$ cat src/rtl/mc_ctrl_if.sv
// -----------------------------------------------------------------------------
// mc_ctrl_if
// Bundles the signals between the multicycle main controller and the datapath.
//   master : controller side. It receives op/funct/mem_ready and drives every
//            strobe, select, debug state and the retired-instruction count.
//   slave  : datapath side, with the opposite directions.
// Parameter CNT_W is the width of the retired-instruction counter.
// -----------------------------------------------------------------------------
interface mc_ctrl_if #(
    parameter int CNT_W = 32
);
    logic [5:0]       op;
    logic [5:0]       funct;
    logic             mem_ready;
    logic             mem_req;
    logic             iord;
    logic             mem_write;
    logic             ir_write;
    logic             pc_write;
    logic             branch;
    logic [1:0]       pc_src;
    logic             alu_src_a;
    logic [1:0]       alu_src_b;
    logic [2:0]       alu_control;
    logic             reg_dst;
    logic             mem_to_reg;
    logic             reg_write;
    logic             illegal_op;
    logic [3:0]       state_o;
    logic [CNT_W-1:0] instr_count;

    modport master (
        input  op, funct, mem_ready,
        output mem_req, iord, mem_write, ir_write, pc_write, branch, pc_src,
               alu_src_a, alu_src_b, alu_control, reg_dst, mem_to_reg,
               reg_write, illegal_op, state_o, instr_count
    );

    modport slave (
        output op, funct, mem_ready,
        input  mem_req, iord, mem_write, ir_write, pc_write, branch, pc_src,
               alu_src_a, alu_src_b, alu_control, reg_dst, mem_to_reg,
               reg_write, illegal_op, state_o, instr_count
    );
endinterface

$ cat src/rtl/mc_ctrl_fsm.sv
// -----------------------------------------------------------------------------
// mc_ctrl_fsm
// Multicycle main controller for the MIPS-subset core. It decodes the IR
// op/funct fields and sequences the datapath, stalling fetch and load/store
// states on a memory-ready handshake.
//
// Ports:
//   clk    : clock
//   rst_n  : asynchronous, active-low reset (state -> IDLE, count -> 0)
//   bus    : mc_ctrl_if.master
//            in  : op, funct, mem_ready
//            out : mem_req, iord, mem_write, ir_write, pc_write, branch,
//                  pc_src, alu_src_a, alu_src_b, alu_control, reg_dst,
//                  mem_to_reg, reg_write, illegal_op, state_o, instr_count
//
// Parameter CNT_W : width of the retired-instruction counter (wraps).
//
// Build option MC_JUMP_EN : when defined, op 000010 (j) is decoded into the
// JUMP state. When undefined, that state is not built and j is illegal.
// -----------------------------------------------------------------------------
module mc_ctrl_fsm #(
    parameter int CNT_W = 32
) (
    input  logic       clk,
    input  logic       rst_n,
    mc_ctrl_if.master  bus
);

    localparam logic [3:0] S_IDLE   = 4'd0;
    localparam logic [3:0] S_FETCH  = 4'd1;
    localparam logic [3:0] S_DECODE = 4'd2;
    localparam logic [3:0] S_MEMADR = 4'd3;
    localparam logic [3:0] S_MEMRD  = 4'd4;
    localparam logic [3:0] S_MEMWB  = 4'd5;
    localparam logic [3:0] S_MEMWR  = 4'd6;
    localparam logic [3:0] S_EXEC   = 4'd7;
    localparam logic [3:0] S_ALUWB  = 4'd8;
    localparam logic [3:0] S_BRANCH = 4'd9;
    localparam logic [3:0] S_ADDIEX = 4'd10;
    localparam logic [3:0] S_ADDIWB = 4'd11;
`ifdef MC_JUMP_EN
    localparam logic [3:0] S_JUMP   = 4'd12;
`endif

    localparam logic [5:0] OP_RTYPE = 6'b000000;
    localparam logic [5:0] OP_LW    = 6'b100011;
    localparam logic [5:0] OP_SW    = 6'b101011;
    localparam logic [5:0] OP_BEQ   = 6'b000100;
    localparam logic [5:0] OP_ADDI  = 6'b001000;
`ifdef MC_JUMP_EN
    localparam logic [5:0] OP_J     = 6'b000010;
`endif

    localparam logic [5:0] FN_ADD   = 6'b100000;
    localparam logic [5:0] FN_SUB   = 6'b100010;
    localparam logic [5:0] FN_AND   = 6'b100100;
    localparam logic [5:0] FN_OR    = 6'b100101;
    localparam logic [5:0] FN_SLT   = 6'b101010;

    localparam logic [2:0] ALU_ADD  = 3'b010;
    localparam logic [2:0] ALU_SUB  = 3'b110;
    localparam logic [2:0] ALU_AND  = 3'b000;
    localparam logic [2:0] ALU_OR   = 3'b001;
    localparam logic [2:0] ALU_SLT  = 3'b111;

    logic [3:0]       state;
    logic [3:0]       state_nxt;
    logic [CNT_W-1:0] cnt;
    logic             retire;

    always_ff @(posedge clk or negedge rst_n) begin
        if (!rst_n) begin
            state <= S_IDLE;
            cnt   <= '0;
        end else begin
            state <= state_nxt;
            if (retire) begin
                cnt <= cnt + {{(CNT_W-1){1'b0}}, 1'b1};
            end
        end
    end

    assign bus.state_o     = state;
    assign bus.instr_count = cnt;

    // Outputs are decoded from the state register; only the memory strobes
    // and the op/funct-dependent fields look at live inputs.
    always_comb begin
        bus.mem_req     = 1'b0;
        bus.iord        = 1'b0;
        bus.mem_write   = 1'b0;
        bus.ir_write    = 1'b0;
        bus.pc_write    = 1'b0;
        bus.branch      = 1'b0;
        bus.pc_src      = 2'b00;
        bus.alu_src_a   = 1'b0;
        bus.alu_src_b   = 2'b00;
        bus.alu_control = 3'b000;
        bus.reg_dst     = 1'b0;
        bus.mem_to_reg  = 1'b0;
        bus.reg_write   = 1'b0;
        bus.illegal_op  = 1'b0;
        retire          = 1'b0;
        state_nxt       = S_FETCH;

        case (state)
            S_IDLE: begin
                state_nxt = S_FETCH;
            end
            S_FETCH: begin
                bus.mem_req     = 1'b1;
                bus.alu_src_b   = 2'b01;
                bus.alu_control = ALU_ADD;
                // IR load and PC+4 commit only on the cycle memory delivers.
                bus.ir_write    = bus.mem_ready;
                bus.pc_write    = bus.mem_ready;
                state_nxt       = bus.mem_ready ? S_DECODE : S_FETCH;
            end
            S_DECODE: begin
                // Precompute the branch target into ALUOut.
                bus.alu_src_b   = 2'b11;
                bus.alu_control = ALU_ADD;
                case (bus.op)
                    OP_LW, OP_SW: state_nxt = S_MEMADR;
                    OP_RTYPE:     state_nxt = S_EXEC;
                    OP_BEQ:       state_nxt = S_BRANCH;
                    OP_ADDI:      state_nxt = S_ADDIEX;
`ifdef MC_JUMP_EN
                    OP_J:         state_nxt = S_JUMP;
`endif
                    default: begin
                        bus.illegal_op = 1'b1;
                        state_nxt      = S_FETCH;
                    end
                endcase
            end
            S_MEMADR: begin
                bus.alu_src_a   = 1'b1;
                bus.alu_src_b   = 2'b10;
                bus.alu_control = ALU_ADD;
                state_nxt       = (bus.op == OP_SW) ? S_MEMWR : S_MEMRD;
            end
            S_MEMRD: begin
                bus.mem_req = 1'b1;
                bus.iord    = 1'b1;
                state_nxt   = bus.mem_ready ? S_MEMWB : S_MEMRD;
            end
            S_MEMWB: begin
                bus.reg_write  = 1'b1;
                bus.mem_to_reg = 1'b1;
                retire         = 1'b1;
                state_nxt      = S_FETCH;
            end
            S_MEMWR: begin
                bus.mem_req   = 1'b1;
                bus.iord      = 1'b1;
                bus.mem_write = bus.mem_ready;
                retire        = bus.mem_ready;
                state_nxt     = bus.mem_ready ? S_FETCH : S_MEMWR;
            end
            S_EXEC: begin
                bus.alu_src_a = 1'b1;
                bus.alu_src_b = 2'b00;
                state_nxt     = S_ALUWB;
                case (bus.funct)
                    FN_ADD: bus.alu_control = ALU_ADD;
                    FN_SUB: bus.alu_control = ALU_SUB;
                    FN_AND: bus.alu_control = ALU_AND;
                    FN_OR:  bus.alu_control = ALU_OR;
                    FN_SLT: bus.alu_control = ALU_SLT;
                    default: begin
                        // Abort without writeback; the instruction does not retire.
                        bus.alu_control = ALU_ADD;
                        bus.illegal_op  = 1'b1;
                        state_nxt       = S_FETCH;
                    end
                endcase
            end
            S_ALUWB: begin
                bus.reg_write = 1'b1;
                bus.reg_dst   = 1'b1;
                retire        = 1'b1;
                state_nxt     = S_FETCH;
            end
            S_BRANCH: begin
                bus.alu_src_a   = 1'b1;
                bus.alu_src_b   = 2'b00;
                bus.alu_control = ALU_SUB;
                bus.branch      = 1'b1;
                bus.pc_src      = 2'b01;
                retire          = 1'b1;
                state_nxt       = S_FETCH;
            end
            S_ADDIEX: begin
                bus.alu_src_a   = 1'b1;
                bus.alu_src_b   = 2'b10;
                bus.alu_control = ALU_ADD;
                state_nxt       = S_ADDIWB;
            end
            S_ADDIWB: begin
                bus.reg_write = 1'b1;
                retire        = 1'b1;
                state_nxt     = S_FETCH;
            end
`ifdef MC_JUMP_EN
            S_JUMP: begin
                bus.pc_write = 1'b1;
                bus.pc_src   = 2'b10;
                retire       = 1'b1;
                state_nxt    = S_FETCH;
            end
`endif
            default: begin
                // Unused encodings recover through FETCH.
                state_nxt = S_FETCH;
            end
        endcase
    end

endmodule

$ cat src/flat_wrapper.sv
// flat-port wrapper written by rule: the top's interface ports become plain ports
module mc_ctrl_fsm_flat 
#(
    parameter int CNT_W = 32
)
  (clk, rst_n, bus_op, bus_funct, bus_mem_ready, bus_mem_req, bus_iord, bus_mem_write, bus_ir_write, bus_pc_write, bus_branch, bus_pc_src, bus_alu_src_a, bus_alu_src_b, bus_alu_control, bus_reg_dst, bus_mem_to_reg, bus_reg_write, bus_illegal_op, bus_state_o, bus_instr_count);
  mc_ctrl_if #(.CNT_W(CNT_W)) bus_i ();
  input  logic clk;
  input  logic rst_n;
  input wire logic [$bits(bus_i.op)-1:0] bus_op;
  input wire logic [$bits(bus_i.funct)-1:0] bus_funct;
  input wire logic [$bits(bus_i.mem_ready)-1:0] bus_mem_ready;
  output wire logic [$bits(bus_i.mem_req)-1:0] bus_mem_req;
  output wire logic [$bits(bus_i.iord)-1:0] bus_iord;
  output wire logic [$bits(bus_i.mem_write)-1:0] bus_mem_write;
  output wire logic [$bits(bus_i.ir_write)-1:0] bus_ir_write;
  output wire logic [$bits(bus_i.pc_write)-1:0] bus_pc_write;
  output wire logic [$bits(bus_i.branch)-1:0] bus_branch;
  output wire logic [$bits(bus_i.pc_src)-1:0] bus_pc_src;
  output wire logic [$bits(bus_i.alu_src_a)-1:0] bus_alu_src_a;
  output wire logic [$bits(bus_i.alu_src_b)-1:0] bus_alu_src_b;
  output wire logic [$bits(bus_i.alu_control)-1:0] bus_alu_control;
  output wire logic [$bits(bus_i.reg_dst)-1:0] bus_reg_dst;
  output wire logic [$bits(bus_i.mem_to_reg)-1:0] bus_mem_to_reg;
  output wire logic [$bits(bus_i.reg_write)-1:0] bus_reg_write;
  output wire logic [$bits(bus_i.illegal_op)-1:0] bus_illegal_op;
  output wire logic [$bits(bus_i.state_o)-1:0] bus_state_o;
  output wire logic [$bits(bus_i.instr_count)-1:0] bus_instr_count;
  assign bus_i.op = bus_op;
  assign bus_i.funct = bus_funct;
  assign bus_i.mem_ready = bus_mem_ready;
  assign bus_mem_req = bus_i.mem_req;
  assign bus_iord = bus_i.iord;
  assign bus_mem_write = bus_i.mem_write;
  assign bus_ir_write = bus_i.ir_write;
  assign bus_pc_write = bus_i.pc_write;
  assign bus_branch = bus_i.branch;
  assign bus_pc_src = bus_i.pc_src;
  assign bus_alu_src_a = bus_i.alu_src_a;
  assign bus_alu_src_b = bus_i.alu_src_b;
  assign bus_alu_control = bus_i.alu_control;
  assign bus_reg_dst = bus_i.reg_dst;
  assign bus_mem_to_reg = bus_i.mem_to_reg;
  assign bus_reg_write = bus_i.reg_write;
  assign bus_illegal_op = bus_i.illegal_op;
  assign bus_state_o = bus_i.state_o;
  assign bus_instr_count = bus_i.instr_count;
  mc_ctrl_fsm #(.CNT_W(CNT_W)) u_core (.clk(clk), .rst_n(rst_n), .bus(bus_i));
endmodule
$ cat config.mk
export PLATFORM = sky130hd
export DESIGN_NAME = mc_ctrl_fsm_flat
export DESIGN_NICKNAME = d
export VERILOG_FILES = /design/src/rtl/mc_ctrl_if.sv /design/src/rtl/mc_ctrl_fsm.sv /design/src/flat_wrapper.sv
export SDC_FILE = /design/constraint.sdc
export NUM_CORES = 1
export LEC_CHECK = 0
export BUFFER_PORTS_ARGS = -buffer_cell sky130_fd_sc_hd__buf_2
export CORE_MARGIN = 1.5
export CORE_UTILIZATION = 52
export DETAILED_ROUTE_END_ITERATION = 6
export HOLD_SLACK_MARGIN = 0.15
export PLACE_DENSITY = 0.9
export SYNTH_ARGS = -nofsm -noshare
export SYNTH_HDL_FRONTEND = slang
export SYNTH_SLANG_ARGS = --single-unit
$ cat constraint.sdc
create_clock -name clk -period 2.4 [get_ports clk]
set_clock_uncertainty 0.2 [all_clocks]
set_input_delay 0.48 -clock clk [delete_from_list [all_inputs] [get_ports clk]]
set_output_delay 0.48 -clock clk [all_outputs]
set_load 0.02 [all_outputs]
==> results of run 1 <==
[kinds of logic (layout without fill, tap and decap cells)]
kind of cell	count (synthesis)	in the layout	share of synthesized area
compound gates	52	52	0.218
xor+xnor	32	32	0.117
fa+ha+maj	1	1	0.00524
flops	36	36	0.377
simple gates	87	87	0.213
other cells	1	1	0.00157
buf+inv	25	98	0.0577
mux	2	2	0.00943
[flip-flops by register name, summed over array words and instances (netlist names)]
name and flops:
u_core.bus.instr_count 32, u_core.bus.state_o 4
[layout by cell type (no fill, tap or decap), types with 3 or more instances in the layout]
master	instances
nor2_1	6
a21oi_1	8
nand3_1	14
nand2b_1	5
and4_1	5
buf_4	13
a2111oi_2	18
dfrtp_1	34
nand2_1	18
clkbuf_8	5
a211oi_1	9
inv_1	6
xor2_1	30
nor3b_1	3
nand4_1	7
and2_1	6
buf_2	67
o22ai_1	3
nor3_1	4
[final cells by class]
type	count	share of cell area
inverter	7	0.00891
timing repair buffer	83	0.161
multi-input combinational	175	0.464
sequential	36	0.306
tap	52	0.0221
clock buffer	5	0.0233
clock inverter	3	0.0144
[final timing paths]
kind	start	to	slack (ns)	cells past startpoint
worst max register to register	u_core.bus.instr_count[1]	u_core.bus.instr_count[28]	0.28	5
worst min-delay path	u_core.bus.instr_count[31]	u_core.bus.instr_count[31]	0.27	1
worst min register to register	u_core.bus.instr_count[31]	u_core.bus.instr_count[31]	0.27	1
max in group asynchronous	rst_n	u_core.bus.state_o[1]	0.85	2
min in group asynchronous	rst_n	u_core.bus.instr_count[25]	0.61	2
worst max-delay path	u_core.bus.state_o[1]	bus_reg_write	0.08	6
[metal layers]
metal	GRT usage	vias to the layer above	share of wire	wire length, um
met4	0.0755	0	0.016	89
met2	0.395	74	0.50	2790
met3	0.0413	11	0.048	269
li1	-	1026	-	-
met1	0.312	1020	0.44	2470
met5	0	-	0	0
[cells in the mapped netlist, types with 6 or more instances]
library cell / count / area [um2]
nand4_1: 7 / 43.8
nor2_1: 6 / 22.5
a2111oi_2: 18 / 270
a21oi_1: 8 / 40.0
a211oi_1: 9 / 67.6
inv_1: 7 / 26.3
nand3_1: 14 / 70.1
dfrtp_1: 36 / 901
nand2_1: 19 / 71.3
xor2_1: 30 / 263
and2_1: 6 / 37.5
[repair_timing]
action                                 CTS  global route
buffers inserted                         2             2
gates resized for setup                  2             5
setup endpoints to repair                1             3
endpoints found under the hold margin   36             0
hold buffers                             1             0
[metrics by stage]
| stage | total power, W | hold slack [ns] |
|---|---|---|
| finish | 0.00314 | 0.270 |
| global route | 0.00333 | 0.282 |
| global placement | 0.00249 | 0.251 |
| floorplan | 0.00209 | -0.0156 |
| detailed placement | 0.00253 | 0.261 |
| CTS | 0.00310 | 0.271 |
[power by group]
part	switching [W]	internal [W]	total, W	leakage, nW
Clock	0.000226	0.000307	0.000533	0.0541
Combinational	0.00110	0.000583	0.00169	0.696
Sequential	0.000173	0.000743	0.000916	0.357
Total	0.00150	0.00163	0.00314	1.11
==> summary.txt, run 1 <==
Post-DP HPWL = 4.01 mm
Clock Latency Late Sink = 0.29 ns
# H-tree levels = 2
Async set-reset flop share out of synthesis = 1.00
Footprint of the multi-input gates = 1370 um2
Number of flops mapped to enable cells by yosys = 0
Synth-to-layout area growth = 23.5%
Post-synthesis cell type count = 52
Synth Cell Area = 2390 um2
Setup crit end kind = output pin
Gate Count Post-Synth = 236
Syn Nets = 252
CP Cell Sequence = buf_4 -> inv_2 -> nand2_1 -> and2_1 -> a31o_2 -> buf_2
Core Box Area = 4380 um2
Layout cells sized above 1 = 0.398
Max-slew headroom = 0.473
Yosys warning total = 0
Worst path top cell family by delay = flip-flops
Die width = 70.8 um
Wirelength per Cell = 15.6 um
Total number of vias = 2131
Leakage = 1.11 nW
Req. time, crit path = 1.72 ns
Max-slew violation count = 0
Dpl cells = 348
DIE HEIGHT = 70.8 um
GRT overflow = 0
Worst-path fanout max = 6
DRC violations left = 0
Final wirelength = 5.62 mm
Number of global-route vias before repair = 2041
Reg area = 903 um2
Clk Tree Root Cell = clkbuf_8
Crit Path Class = flop to output pin
Slowest CP cell = dfrtp_2
Fin util = 0.673
Initial core utilization = 0.545
Crit path time final = 2.32 ns
Final Cycle Share = 0.969
Worst path max stage delay = 0.40 ns
Final worst slack = 0.0753 ns
Final instance area = 2950 um2
Pin count of the biggest net entering global routing = 37
Fin Setup TNS = 0 ns
Max-Cap Viols = 0
CTS Buf Count = 5
Final-stage net count = 324
First-pass GRT wire length = 9.60 mm
N_diodes = 0
Num ports = 69
Final setup viols = 0
Status = completed
Longest Clk Path Bufs = 2
CTS sink cnt = 36
Pwr dens = 1060 nW/um2
CTS clk-pin slew, worst paths = 0.07 ns
Unrepaired setup endpoints after global routing = false
Global placement routability congestion = 0.824
Primary FF master, synth = dfrtp_1
Post-route ant nets = 0
Yosys reg bits = 36
Syn Area/Cell = 10.1 um2
Buffers on Ports = 67
F_max = 0.430 GHz
Peak VDD IR = 0.608 mV
Critical path arrival = 1.64 ns
Die Area = 5010 um2
Post-place instance area = 2780 um2
Initial antenna violation count = 0
Fin cells = 361
TritonCTS clock tree = yes
Rows = 24
GRT Overall Usage = 0.236
Post-synthesis sequential area ratio = 0.377
Vias per cell = 5.90
Critical Path Start Type = flop
DR iter-0 viols = 140
Worst Hold Class = flop to flop
DP Worst Slack = 0.0626 ns
Final hold violation count = 0
Filler instances = 341
Iteration count of the initial detailed-routing pass = 4
Critical path buffers and inverters = 3
Slew @ Worst Pin = 0.790 ns
Note: power is estimated with default switching activity, not from simulation.
==> run 2, diff against run 1 <==
==> constraint.sdc (replaced) <==
create_clock -name clk -period 2.5 [get_ports clk]
set_clock_uncertainty 0.2 [all_clocks]
set_input_delay 0.5 -clock clk [delete_from_list [all_inputs] [get_ports clk]]
set_output_delay 0.5 -clock clk [all_outputs]
set_load 0.02 [all_outputs]
==> run 2 against run 1 <==
  * Worst setup slack improved by 0.0067 ns
  * Routed wire length increased by 1.2%
  * Clock power decreased by 5.1%
  * Global-route usage decreased by 0.73 points
  * Sequential power decreased by 1%
  * Largest power group unchanged
  * Cell count decreased by 1.7%
  * Non-clock buffer count decreased by 6
  * Sequential share of layout area increased by 0.54 points
  * First-iteration DRC count decreased by 18%
  * Critical path depth decreased by 1
  * Combinational power decreased by 9%
==> summary.txt, run 2 (synthesis gave the netlist of run 1 again) <==
Leakage = 1.08 nW (-2.2%)
Rows = 24 (unchanged)
First-pass GRT wire length = 9.16 mm (-4.6%)
Slew @ Worst Pin = 0.807 ns (+0.0170 ns)
Clock Latency Late Sink = 0.29 ns (about the same)
GRT overflow = 0 (unchanged)
Final worst slack = 0.0820 ns (+0.00672 ns)
Num ports = 69 (unchanged)
Global placement routability congestion = 0.886 (+7.5%)
Post-route ant nets = 0 (unchanged)
TritonCTS clock tree = yes
Initial core utilization = 0.545 (unchanged)
Worst-path fanout max = 6 (unchanged)
Buffers on Ports = 67 (unchanged)
Pin count of the biggest net entering global routing = 37 (unchanged)
CTS Buf Count = 5 (unchanged)
Design Power = 0.00294 W (-6.3%)
DR iter-0 viols = 115 (-18%)
Number of global-route vias before repair = 1916 (-6.1%)
Total number of vias = 2151 (+0.94%)
Initial antenna violation count = 0 (unchanged)
Critical Path Start Type = flop
DP Worst Slack = 0.142 ns (+0.0798 ns)
Final wirelength = 5.69 mm (+1.2%)
Longest Clk Path Bufs = 2 (unchanged)
Wirelength per Cell = 16.0 um (+2.9%)
Final setup viols = 0 (unchanged)
Synth-to-layout area growth = 21.2%
Pwr dens = 1020 nW/um2 (-4.5%)
GRT Overall Usage = 0.228 (-0.00733)
DRC violations left = 0 (unchanged)
Iteration count of the initial detailed-routing pass = 4 (unchanged)
N_diodes = 0 (unchanged)
Filler instances = 348 (+2.1%)
Max-Cap Viols = 0 (unchanged)
Peak VDD IR = 0.593 mV (-2.4%)
Clk Tree Root Cell = clkbuf_8
Most common cell after layout, fill and taps aside = buf_2
Layout cells sized above 1 = 0.370 (-0.0284)
Fin util = 0.660 (-0.0126)
Die width = 70.8 um (unchanged)
Critical path arrival = 1.72 ns (+0.08 ns)
Reg area = 902 um2 (-0.14%)
CTS sink cnt = 36 (unchanged)
Die Area = 5010 um2 (unchanged)
Status = completed
DIE HEIGHT = 70.8 um (unchanged)
Most frequent cells in the layout = 67 x buf_2, 35 x dfrtp_1, 30 x xor2_1
Fin Setup TNS = 0 ns (unchanged)
Max reg flops = 32 (unchanged)
Max-slew headroom = 0.462 (-0.0114)
Final-stage net count = 318 (-1.9%)
Setup crit end kind = output pin
Unrepaired setup endpoints after global routing = false
# H-tree levels = 2 (unchanged)
Worst Hold Class = flop to flop
Final hold violation count = 0 (unchanged)
Req. time, crit path = 1.80 ns (+0.08 ns)
Max-slew violation count = 0 (unchanged)
Footprint of the multi-input gates = 1360 um2 (-1.0%)
Crit Path Class = flop to output pin
Crit path time final = 2.42 ns
F_max = 0.414 GHz
Final Cycle Share = 0.967
Core Box Area = 4380 um2 (unchanged)
Post-DP HPWL = 4.10 mm (+2.3%)
CTS clk-pin slew, worst paths = 0.07 ns (about the same)
Vias per cell = 6.06 (+2.6%)
## run 2: path summary, 6_finish.rpt
kind / from / to / slack (ns) / depth (start not counted)
max reg2reg: u_core.bus.instr_count[0] / u_core.bus.instr_count[28] / 0.31 / 5
max in group asynchronous: rst_n / u_core.bus.state_o[0] / 0.89 / 2
max: u_core.bus.state_o[0] / bus_illegal_op / 0.08 / 5
min reg2reg: u_core.bus.instr_count[31] / u_core.bus.instr_count[31] / 0.27 / 1
min in group asynchronous: rst_n / u_core.bus.instr_count[20] / 0.64 / 2
min: u_core.bus.instr_count[31] / u_core.bus.instr_count[31] / 0.27 / 1
## run 2: report_power, final
part | internal [W] | leakage, nW | switching, W
Clock | 0.000296 | 0.0552 | 0.000210
Sequential | 0.000712 | 0.358 | 0.000191
Combinational | 0.000514 | 0.669 | 0.00102
## run 2: per-layer routing
layer	wire length (um)	GRT usage	up-vias
li1	-	-	1014
met1	2480	0.297	1040
met2	2820	0.381	88
met3	285	0.0385	9
met4	106	0.0881	0
met5	0	0	-
## run 2: stage by stage
| stage | hold WS (ns) | instances | cell area [um2] |
|---|---|---|---|
| finish | 0.273 | 355 | 2890 |
| global placement | 0.251 | 345 | 2770 |
| detailed placement | 0.266 | 345 | 2770 |
| global route | 0.291 | 355 | 2890 |
| CTS | 0.280 | 354 | 2890 |
| floorplan | 0.00441 | 236 | 2390 |
## run 2: worst max-delay path, cell delays in order, from the launching register on
cell	delay, ns
dfrtp_2	0.45
nor2b_2	0.16
nand2_1	0.13
a2111o_1	0.36
o32ai_1	0.11
buf_2	0.21
## run 2: cell type report
cell class                 instances  area share
multi-input combinational        175       0.468
clock inverter                     2      0.0121
sequential                        36       0.312
inverter                           7     0.00908
clock buffer                       6      0.0251
tap                               52      0.0225
timing repair buffer              77       0.151
## run 2: timing repair
action	in CTS	in global routing
hold endpoints to repair	36	0
hold buffers	1	0
setup buffers	0	1
gates resized for setup	0	2
setup endpoints to repair	0	2
==> run 3, diff against run 2 <==
--- a/config.mk
+++ b/config.mk
@@ -5,9 +5,10 @@
 export SDC_FILE = /design/constraint.sdc
 export NUM_CORES = 1
 export LEC_CHECK = 0
+export ABC_AREA = 1
 export BUFFER_PORTS_ARGS = -buffer_cell sky130_fd_sc_hd__buf_2
 export CORE_MARGIN = 1.5
-export CORE_UTILIZATION = 52
+export CORE_UTILIZATION = 53
 export DETAILED_ROUTE_END_ITERATION = 6
 export HOLD_SLACK_MARGIN = 0.15
 export PLACE_DENSITY = 0.9
==> constraint.sdc (replaced) <==
create_clock -name clk -period 2.5 [get_ports clk]
set_clock_uncertainty 0.2 [all_clocks]
set_input_delay 0.5 -clock clk [delete_from_list [all_inputs] [get_ports clk]]
set_output_delay 0.5 -clock clk [all_outputs]
set_load 0.005 [all_outputs]
==> run 3 against run 2 <==
  * Register-to-register slack improved by 0.29 ns
  * Non-clock buffer count fell by 8
  * Worst setup slack improved by 0.13 ns
  * Count of clock-buffer cells in the layout rose by 2
  * Synthesized cell count rose by 68%
  * Clock power fell by 16%
  * Via count rose by 27%
  * First-iteration DRC count rose by 77%
==> summary.txt, run 3 <==
Gate Count Post-Synth = 396 (+68%)
CTS sink cnt = 36 (unchanged)
CTS Buf Count = 5 (unchanged)
Number of global-route vias before repair = 2461 (+28%)
Fin Setup TNS = 0 ns (unchanged)
Crit path time final = 2.29 ns (-0.130 ns)
XOR/XNOR Fraction of Synth Area = 0.0403 (-0.0771)
Post-Synth Simple-Gate Area = 0.478 (+0.265)
Initial antenna violation count = 0 (unchanged)
Layout cells sized above 1 = 0.211 (-0.158)
Synth top area cells = dfrtp_1 35%, nand2_1 22%, inv_1 6.8%
Vias per cell = 5.14 (-15%)
Post-route ant nets = 0 (unchanged)
Unrepaired setup endpoints after global routing = false
Syn Area/Cell = 6.58 um2 (-35%)
Syn Nets = 412 (+63%)
Max reg flops = 32 (unchanged)
Worst Hold Class = flop to flop
Clock Latency Late Sink = 0.29 ns (about the same)
Iteration count of the initial detailed-routing pass = 5 (+1)
Final wirelength = 6.25 mm (+10%)
Worst-path fanout max = 5 (-1)
Max-slew headroom = 0.474 (+0.0121)
Reg2reg start = u_core.bus.state_o[2]
Post-place instance area = 2980 um2 (+7.6%)
Leakage = 1.65 nW (+52%)
F_max = 0.437 GHz (+5.7%)
Fin util = 0.652 (-0.00818)
TritonCTS clock tree = yes
Pin count of the biggest net entering global routing = 37 (unchanged)
Async set-reset flop share out of synthesis = 1.00 (unchanged)
Post-synth top cells = 150 x nand2_1, 47 x inv_1, 46 x nor2_1
Number of flops mapped to enable cells by yosys = 0 (unchanged)
Fin cells = 531 (+50%)
Synth top area share = 0.346 (-0.0315)
Initial core utilization = 0.552 (+0.00700)
Most frequent cells in the layout = 150 x nand2_1, 67 x buf_2, 47 x inv_1
Status = completed
Clk Tree Root Cell = clkbuf_8
Synth-to-layout area growth = 18.2%
Die Area = 5340 um2 (+6.8%)
Wirelength per Cell = 11.8 um (-26%)
Final instance area = 3080 um2 (+6.4%)
Rows = 25 (+4.2%)
Crit path from = u_core.bus.state_o[3]
DR iter-0 viols = 203 (+77%)
Synth Cell Area = 2600 um2 (+9.1%)
Total number of vias = 2731 (+27%)
Longest Clk Path Bufs = 2 (unchanged)
Buffers on Ports = 67 (unchanged)
Final setup viols = 0 (unchanged)
Mux contribution to synthesized area = 0 (-0.00943)
Max-Cap Viols = 0 (unchanged)
Post-synthesis cell type count = 29 (-44%)
Final-stage net count = 479 (+51%)
Setup crit end kind = output pin
Synth Area in Adders = 0.00480 (-0.000438)
Primary FF master, synth = dfrtp_1
Num ports = 69 (unchanged)
DRC violations left = 0 (unchanged)
Leading area contributor after synthesis = dfrtp_1
Postcts setup bufs = 0 (unchanged)
Final worst slack = 0.212 ns (+0.130 ns)
Pwr dens = 580 nW/um2 (-43%)
Slew @ Worst Pin = 0.789 ns (-0.0182 ns)
GRT overflow = 0 (unchanged)
Post-DP HPWL = 4.71 mm (+15%)
Yosys warning total = 0 (unchanged)
Peak VDD IR = 0.409 mV (-31%)
Final hold violation count = 0 (unchanged)
Reg area = 901 um2 (-0.14%)
Min-delay src = u_core.bus.instr_count[1]
# H-tree levels = 2 (unchanged)
Most common cell in the netlist = nand2_1
Dpl cells = 522 (+51%)
N_diodes = 0 (unchanged)
First-pass GRT wire length = 10.4 mm (+14%)
CTS clk-pin slew, worst paths = 0.07 ns (about the same)
DIE HEIGHT = 73.1 um (+3.3%)
Post-synthesis sequential area ratio = 0.346 (-0.0315)
Max-slew violation count = 0 (unchanged)
Global placement routability congestion = 0.930 (+5.0%)
Req. time, crit path = 1.80 ns (about the same)
Post-synthesis compound-gate area fraction = 0.0312 (-0.187)
Core Box Area = 4720 um2 (+7.7%)
Die width = 73.1 um (+3.3%)
Crit Path Class = flop to output pin
Largest family of logic cells by synthesized area = simple AND/OR/NAND/NOR gates
DP Worst Slack = 0.415 ns (+0.273 ns)
Critical Path Start Type = flop
Yosys reg bits = 36 (unchanged)
Most common cell after layout, fill and taps aside = nand2_1
Final Cycle Share = 0.915 (-0.0520)
Critical path arrival = 1.59 ns (-0.13 ns)
Filler instances = 412 (+18%)
GRT Overall Usage = 0.250 (+0.0217)
Footprint of the multi-input gates = 1450 um2 (+6.8%)
[run 3: through the flow]
| step | hold WS, ns | total power [W] |
|---|---|---|
| after floorplan | 0.00441 | 0.00114 |
| after global placement | 0.306 | 0.00135 |
| after detailed placement | 0.309 | 0.00137 |
| after CTS | 0.328 | 0.00180 |
| after global routing | 0.354 | 0.00191 |
| final | 0.328 | 0.00179 |
[run 3: kinds of logic after synthesis]
kind of cell,after synthesis
other cells,1
xor+xnor,12
buf+inv,60
flops,36
simple gates,271
compound gates,15
fa+ha+maj,1
[run 3: path summary, 6_finish.rpt]
kind,to,slack (ns),cells past startpoint
setup / recovery,bus_alu_control[2],0.21,6
hold / removal,u_core.bus.instr_count[1],0.33,2
setup reg to reg,u_core.bus.instr_count[22],0.60,9
hold reg to reg,u_core.bus.instr_count[1],0.33,2
max in group asynchronous,u_core.bus.instr_count[14],0.98,2
min in group asynchronous,u_core.bus.instr_count[0],0.63,2
[run 3: per-layer routing]
| metal | track usage | share of wire | vias to the layer above |
|---|---|---|---|
| met5 | 0 | 0 | - |
| li1 | - | - | 1367 |
| met1 | 0.305 | 0.43 | 1258 |
| met4 | 0.119 | 0.019 | 0 |
| met2 | 0.421 | 0.50 | 94 |
| met3 | 0.0483 | 0.053 | 12 |
[run 3: cell type report]
| cell class | count | share of cell area |
|---|---|---|
| timing repair buffer | 69 | 0.119 |
| tap | 67 | 0.0272 |
| multi-input combinational | 300 | 0.470 |
| sequential | 36 | 0.293 |
| inverter | 51 | 0.0622 |
| clock buffer | 8 | 0.0293 |
[run 3: repair_timing]
item	CTS	global route
endpoints found under the hold margin	36	0
hold buffers	1	0
gates resized for setup	0	0
[run 3: power by group]
part,switching (W),internal [W]
registers,0.0000757,0.000638
clock network,0.000203,0.000225
logic,0.000402,0.000244
total,0.000680,0.00111
[run 3: critical path, cell delays in order (launching register included)]
cell and delay [ns]:
dfrtp_1 0.43, inv_1 0.09, nand2_2 0.09, nor2_1 0.25
inv_1 0.11, o21ai_0 0.18, buf_2 0.14
